===== config.mk =====
export PLATFORM = sky130hd
export DESIGN_NAME = hazard_ctrl
export DESIGN_NICKNAME = d
export VERILOG_FILES = /design/src/rtl/hazard_ctrl.sv
export SDC_FILE = /design/constraint.sdc
export NUM_CORES = 1
export LEC_CHECK = 0
export ABC_AREA = 1
export CAP_MARGIN = 20
export CORE_UTILIZATION = 40
export DETAILED_ROUTE_END_ITERATION = 6
export PLACE_DENSITY = 0.77
export SYNTH_ARGS = -nofsm -noshare
export SYNTH_HDL_FRONTEND = slang
export SYNTH_SLANG_ARGS = --single-unit

===== constraint.sdc =====
create_clock -name clk -period 1.9 [get_ports clk]
set_input_delay 0.38 -clock clk [delete_from_list [all_inputs] [get_ports clk]]
set_output_delay 0.38 -clock clk [all_outputs]
set_load 0.02 [all_outputs]

===== src/rtl/hazard_ctrl.sv =====
// Pipeline hazard controller: load-use bubbles, branch flushes, data-memory wait
// freeze with timeout abort, and saturating stall/flush performance counters.
module hazard_ctrl #(
  parameter int unsigned CNT_W       = 16,
  parameter int unsigned MEM_TIMEOUT = 255
) (
  input  logic             clk,
  input  logic             rst_n,
  input  logic             mem_read_ID_EX,
  input  logic [4:0]       rd_ID_EX,
  input  logic [4:0]       rs1_IF_ID,
  input  logic [4:0]       rs2_IF_ID,
  input  logic             uses_rs1_IF_ID,
  input  logic             uses_rs2_IF_ID,
  input  logic             branch_taken_EX,
  input  logic             dmem_req,
  input  logic             dmem_ready,
  output logic             PC_write,
  output logic             IF_ID_write,
  output logic             ID_EX_bubble,
  output logic             IF_ID_flush,
  output logic             ID_EX_flush,
  output logic             pipe_freeze,
  output logic             mem_timeout,
  output logic [CNT_W-1:0] stall_cycles,
  output logic [CNT_W-1:0] flush_count
);

  localparam int unsigned WCNT_W = (MEM_TIMEOUT < 2) ? 1 : $clog2(MEM_TIMEOUT + 1);

  localparam logic [0:0] S_RUN      = 1'b0;
  localparam logic [0:0] S_MEM_WAIT = 1'b1;

  logic [0:0]        r_state;
  logic [0:0]        w_state_nxt;
  logic [WCNT_W-1:0] r_wcnt;
  logic [WCNT_W-1:0] w_wcnt_nxt;
  logic              r_mem_timeout;
  logic              w_timeout_set;
  logic              w_mem_stall;
  logic              w_load_use;
  logic              w_stall_cnt_en;
  logic              w_flush_cnt_en;
  logic [CNT_W-1:0]  r_stall_cycles;
  logic [CNT_W-1:0]  r_flush_count;

  // Register x0 is hard-wired zero, so it can never carry a load-use dependency
  assign w_load_use = mem_read_ID_EX && (rd_ID_EX != 5'd0) &&
                      ((uses_rs1_IF_ID && (rd_ID_EX == rs1_IF_ID)) ||
                       (uses_rs2_IF_ID && (rd_ID_EX == rs2_IF_ID)));

  // Next-state logic for the memory-wait FSM
  always_comb begin
    w_state_nxt   = r_state;
    w_wcnt_nxt    = r_wcnt;
    w_timeout_set = 1'b0;
    w_mem_stall   = 1'b0;
    case (r_state)
      S_RUN: begin
        if (dmem_req && !dmem_ready) begin
          w_state_nxt = S_MEM_WAIT;
          w_wcnt_nxt  = WCNT_W'(1);
          w_mem_stall = 1'b1;
        end
      end
      S_MEM_WAIT: begin
        if (dmem_ready || !dmem_req) begin
          w_state_nxt = S_RUN;
          w_wcnt_nxt  = '0;
        end else if (r_wcnt == WCNT_W'(MEM_TIMEOUT)) begin
          // Abort the access: release the pipe and flag the error
          w_state_nxt   = S_RUN;
          w_wcnt_nxt    = '0;
          w_timeout_set = 1'b1;
        end else begin
          w_wcnt_nxt  = r_wcnt + WCNT_W'(1);
          w_mem_stall = 1'b1;
        end
      end
      default: begin
        w_state_nxt = S_RUN;
        w_wcnt_nxt  = '0;
      end
    endcase
  end

  // Pipeline control, priority: memory stall > branch flush > load-use > normal
  always_comb begin
    PC_write     = 1'b1;
    IF_ID_write  = 1'b1;
    ID_EX_bubble = 1'b0;
    IF_ID_flush  = 1'b0;
    ID_EX_flush  = 1'b0;
    pipe_freeze  = 1'b0;
    if (!rst_n) begin
      PC_write    = 1'b0;
      IF_ID_write = 1'b0;
      pipe_freeze = 1'b1;
    end else if (w_mem_stall) begin
      PC_write    = 1'b0;
      IF_ID_write = 1'b0;
      pipe_freeze = 1'b1;
    end else if (branch_taken_EX) begin
      IF_ID_flush = 1'b1;
      ID_EX_flush = 1'b1;
    end else if (w_load_use) begin
      PC_write     = 1'b0;
      IF_ID_write  = 1'b0;
      ID_EX_bubble = 1'b1;
    end
  end

  assign w_stall_cnt_en = w_mem_stall || (!branch_taken_EX && w_load_use);
  assign w_flush_cnt_en = !w_mem_stall && branch_taken_EX;

  always_ff @(posedge clk or negedge rst_n) begin
    if (!rst_n) begin
      r_state        <= S_RUN;
      r_wcnt         <= '0;
      r_mem_timeout  <= 1'b0;
      r_stall_cycles <= '0;
      r_flush_count  <= '0;
    end else begin
      r_state <= w_state_nxt;
      r_wcnt  <= w_wcnt_nxt;
      if (w_timeout_set) r_mem_timeout <= 1'b1;
      if (w_stall_cnt_en && (r_stall_cycles != {CNT_W{1'b1}}))
        r_stall_cycles <= r_stall_cycles + CNT_W'(1);
      if (w_flush_cnt_en && (r_flush_count != {CNT_W{1'b1}}))
        r_flush_count <= r_flush_count + CNT_W'(1);
    end
  end

  assign mem_timeout  = r_mem_timeout;
  assign stall_cycles = r_stall_cycles;
  assign flush_count  = r_flush_count;

endmodule

======== Word level (Yosys, flattened, before mapping) ========
Index checks and enable logic that the tools add are counted.
word-level totals
  bits in registers ....................... 42
  word-level logic and storage cells ...... 56
operators by class
  multiplexer cells ....................... 24
  bitwise operators ....................... 1
  add/subtract/negate cells ............... 3
  eq/ne operators ......................... 6
  reduce and logical (&&, ||, !) cells .... 17
operator list
  operator                 count
  $add A16 B1 Y16 const B  2
  $ne A16 B16 Y1 const B   2
  $mux W8                  3
  $mux W1                  19
  $pmux W8 S2              1
  $eq A5 B5 Y1             2
  $logic_and A1 B1 Y1      9
  $add A8 B1 Y8 const B    1
  $eq A8 B8 Y1 const B     1
  $reduce_bool A5 Y1       1
  $logic_not A1 Y1         4
  $logic_or A1 B1 Y1       3
  $ne A2 B2 Y1 const B     1
  $pmux W1 S2              1
  $not A1 Y1               1

======== Logic depth before layout (Yosys ltp) ========
  depth in word-level cells ............... 8
  depth in mapped cells ................... 12

======== Worst setup path after synthesis ========
OpenSTA, ideal clock, no wires.
  path kind ............................... flip-flop to output port
  start ................................... reg r_wcnt[0]
  end ..................................... out PC_write
  required time ........................... 1520 ps
  arrival time ............................ 1832 ps
  path buffers ............................ 1
  setup slack ............................. -312 ps
  cell stages (with the launch flop) ...... 9
  cells stage by stage .................... dfrtp_1 -> ha_1 -> nand3_2 -> nor2_2 -> nand4_2 -> nand2_4 -> nand2_1 -> a21oi_1 -> buf_4
between the ends
  longest elaborated chain between the ends .. 6
RTL lines
  item                    line  RTL
  from (decl)             36    logic [WCNT_W-1:0] r_wcnt;
  from (signal assigned)  125   r_wcnt <= w_wcnt_nxt;
  $eq A8 B8 Y1            70    end else if (r_wcnt == WCNT_W'(MEM_TIMEOUT)) begin
  $mux W1                 70
  $mux W1                 67    if (dmem_ready || !dmem_req) begin
  $pmux W1 S2             58    case (r_state)
  $mux W1 (2 in series)   n/a
  to (decl)               18    output logic PC_write,
No other way between the ends.

======== Worst setup path after layout ========
  start ................................... reg r_wcnt[1]
  end ..................................... out PC_write
between the ends
  longest elaborated chain between the ends .. 6
RTL lines
  item          line  RTL
  $eq A8 B8 Y1  70
  $mux W1       70
  $mux W1       67
  $pmux W1 S2   58
  $mux W1       99    end else if (w_mem_stall) begin
  $mux W1       95    if (!rst_n) begin
No other way between the ends.

==> flow_summary_export.csv <==
group,metric,value,unit
pwr,p_per_area,697.4,mW/mm^2
drt,drtPass1Iterations,6,
sta,finalHoldViolCount,0,
clock_tree,cts.sinks,42,
sta,worstMarginPinSlew,531.0,ps
sta,fmax,498.3,MHz
critical_path,cp_max_fo,4,
final_layout,num_antenna_cells,0,
sta,rsz0062_at_grt,"yes",
drt,num_vias,2655,
sta,maxSlewHeadroom,64.60,%
final_layout,instances_no_fill,541,
yosys,ys_async_sr_fraction,100.0,%
drt,drc_errors,2,
clock_tree,cts_tree,"yes",
sta,setup_slack,-106.6,ps
sta,period_needed,2007,ps
pwr,total_power,0.002673,W
final_layout,drive_gt1_share,16.16,%
die,core_area,0.006459,sq mm
grt,grt_pass1_vias,2519,
final_layout,fin_nets,490,
yosys,synthesis.nets,393,
yosys,synthTopCellsByArea,"dfrtp_1 39%, nand2_1 17%, inv_1 6.6%, nand3_1 6.1%, xor2_1 5.8%",
placement,placed_cell_area,0.003568,sq mm
critical_path,worstSetupEndpointType,"output pin",
yosys,synth.most_common_cell,"nand2_1",
placement,gp_congestion,0.8703,
drt,vias_per_cell,4.908,
drt,routed_wl,6.780,mm
die,start_util,42.00,%
drt,drt_iter0_drc,117,
die,dieHeight,84.35,um
sta,skew,3.424,ps
critical_path,worstPathRequired,1520,ps
die,ioPinCount,62,
yosys,synth_edf_count,0,
pwr,ir_worst_vdd,543.9,uV
run_status,status,"complete, but fails checks",
yosys,synthFlopType,"dfrtp_1",
critical_path,cp.arrival,1630,ps
final_layout,area_growth,41.28,%
grt,overflow,0,
hold_path,hp-class,"in2async",
grt,antenna_found_initial,0,
yosys,synthesis.area,0.002713,sq mm
clock_tree,clk_latency,300,ps
placement,dp_hpwl,4.985,mm
yosys,synth.distinct_cells,29,
final_layout,seq_area,0.001051,sq mm
clock_tree,clock_path_buffers,2,
final_layout,multiInputGateArea,0.001489,sq mm
critical_path,critPathLaunchType,"flop",
yosys,synth_top_cell_area_share,38.75,%
run_status,violations,"design-rule violations, negative setup slack",
final_layout,fill_cells,576,
clock_tree,cts_buffers,5,
die,row_count,29,
yosys,postSynthAreaPerCell,7.391,sq um
die,die_area,0.007115,sq mm
grt,grt_pass1_wl,11.29,mm
yosys,yosys-top-cells-count,"121 x nand2_1, 48 x inv_1, 42 x dfrtp_1, 33 x nand3_1, 32 x nor2_1",
grt,grt_use_total,19.55,%
placement,port_buffers,61,
clock_tree,cts.clk_slew.worst_paths,80,ps
yosys,yosys_warnings,0,
yosys,synth.ff_latch_count,42,
yosys,synthCells,367,
sta,period_share,105.6,%
drt,detail-route-antenna-nets,0,
yosys,yosys.area.top_type,"dfrtp_1",
sta,setup_viol,5,
pwr,p_leak,1.932,nW
grt,grt_max_degree,43,
placement,dp.cells,521,
run,max_cap_violations,0,
die,die_x,84.35,um
final_layout,final_cell_area,0.003832,sq mm
yosys,ys_seq_area_share,38.75,%
sta,slew_violations,0,
critical_path,critical_path_class,"reg2out",
clock_tree,root_buffer,"clkbuf_8",
drt,wire_per_inst,12.53,um
clock_tree,cts_max_level,2,
==> cell families after synthesis <==
kind of cell / count (synthesis) / share of synthesized area, %
flip-flops: 42 / 38.75
XOR/XNOR: 28 / 9.040
AO/OA/AOI/OAI: 24 / 4.843
AND/OR/NAND/NOR: 214 / 36.44
buffers and inverters: 56 / 9.548
adder cells (fa/ha/maj): 3 / 1.384
==> layer usage <==
layer  part of all wire (%)  track usage, %
met1                     44           24.56
met2                     51           34.72
met3                    4.8           4.425
met4                   0.56           3.852
met5                      0               0
==> area by class of cell <==
type | instances | share of cell area (%)
Multi-Input combinational cell | 269 | 38.85
Sequential cell | 42 | 27.42
Timing Repair Buffer | 96 | 23.80
Inverter | 49 | 5.126
Tap cell | 77 | 2.514
Clock buffer | 5 | 1.796
Clock inverter | 2 | 0.2612
Timing Repair inverter | 1 | 0.2285
==> sequential cells by signal (all words and copies together) (netlist names) <==
name and flops:
r_wcnt 8, flush_count 16, stall_cycles 16, mem_timeout 1, r_state 1
==> worst paths after layout <==
check | start | end | slack (ps) | cells after the start
setup / recovery | r_wcnt[1]$_DFFE_PN0P_ | PC_write | -110 | 8
hold / removal | rst_n | stall_cycles[10]$_DFFE_PN0P_ | 220 | 2
setup reg to reg | r_wcnt[1]$_DFFE_PN0P_ | flush_count[7]$_DFFE_PN0P_ | 110 | 11
hold reg to reg | mem_timeout$_DFFE_PN0P_ | mem_timeout$_DFFE_PN0P_ | 500 | 1
max in group asynchronous | rst_n | r_wcnt[4]$_DFFE_PN0P_ | 1310 | 2
min in group clk | mem_timeout$_DFFE_PN0P_ | mem_timeout$_DFFE_PN0P_ | 500 | 1
==> through the flow <==
| stage | worst slack, ps | util (%) | hold slack (ps) | setup TNS (ps) |
|---|---|---|---|---|
| 2_1_floorplan | 40.54 | - | 84.41 | 0 |
| 5_1_grt | -216.2 | 59.34 | 277.4 | -858.0 |
| 3_3_place_gp | -612.2 | 55.25 | 467.7 | -4992 |
| 6_report | -106.6 | 59.34 | 221.9 | -445.9 |
| 4_1_cts | -134.5 | 56.78 | 265.4 | -611.0 |
| 3_5_place_dp | -652.3 | 55.25 | 472.8 | -6240 |
==> power by group <==
| group | internal [W] | switching [W] |
|---|---|---|
| Clock | 0.000247 | 0.000314 |
| Combinational | 0.000447 | 0.000508 |
| Sequential | 0.00101 | 0.000146 |
==> what timing repair did <==
item,in CTS,in global routing
pin swaps,2,13
buffers inserted,4,9
cloned,0,1
gates resized for setup,37,24
hold buffers,0,0
endpoints found under the setup margin,6,25
==> worst max-delay path: stages (launching register included) <==
cell	delay (ps)
dfrtp_1	400
ha_4	160
nand3_4	70
nor2_4	140
nand4_4	100
nand2_4	90
nand2_4	70
a21oi_4	150
buf_6	140
==> cell usage in the layout (no fill, tap or decap), types with 2 or more instances in the layout <==
cell type,count
buf_6,5
o22ai_1,4
dlymetal6s2s_1,9
buf_2,2
nand4_4,2
clkdlybuf4s50_1,41
o21ai_1,4
clkbuf_8,5
nor3_1,9
nand3_2,3
dlygate4sd2_1,4
nor2_1,28
nand2_1,118
nand4_1,6
nor2_2,4
nand2_4,3
nand2_2,2
nand3_4,2
xor2_1,18
buf_12,2
nand3_1,32
ha_1,2
xnor2_1,10
dfrtp_1,42
o21ai_0,12
nor2_4,2
buf_4,33
clkinv_2,2
inv_1,48
(Power assumes the default switching activity.)
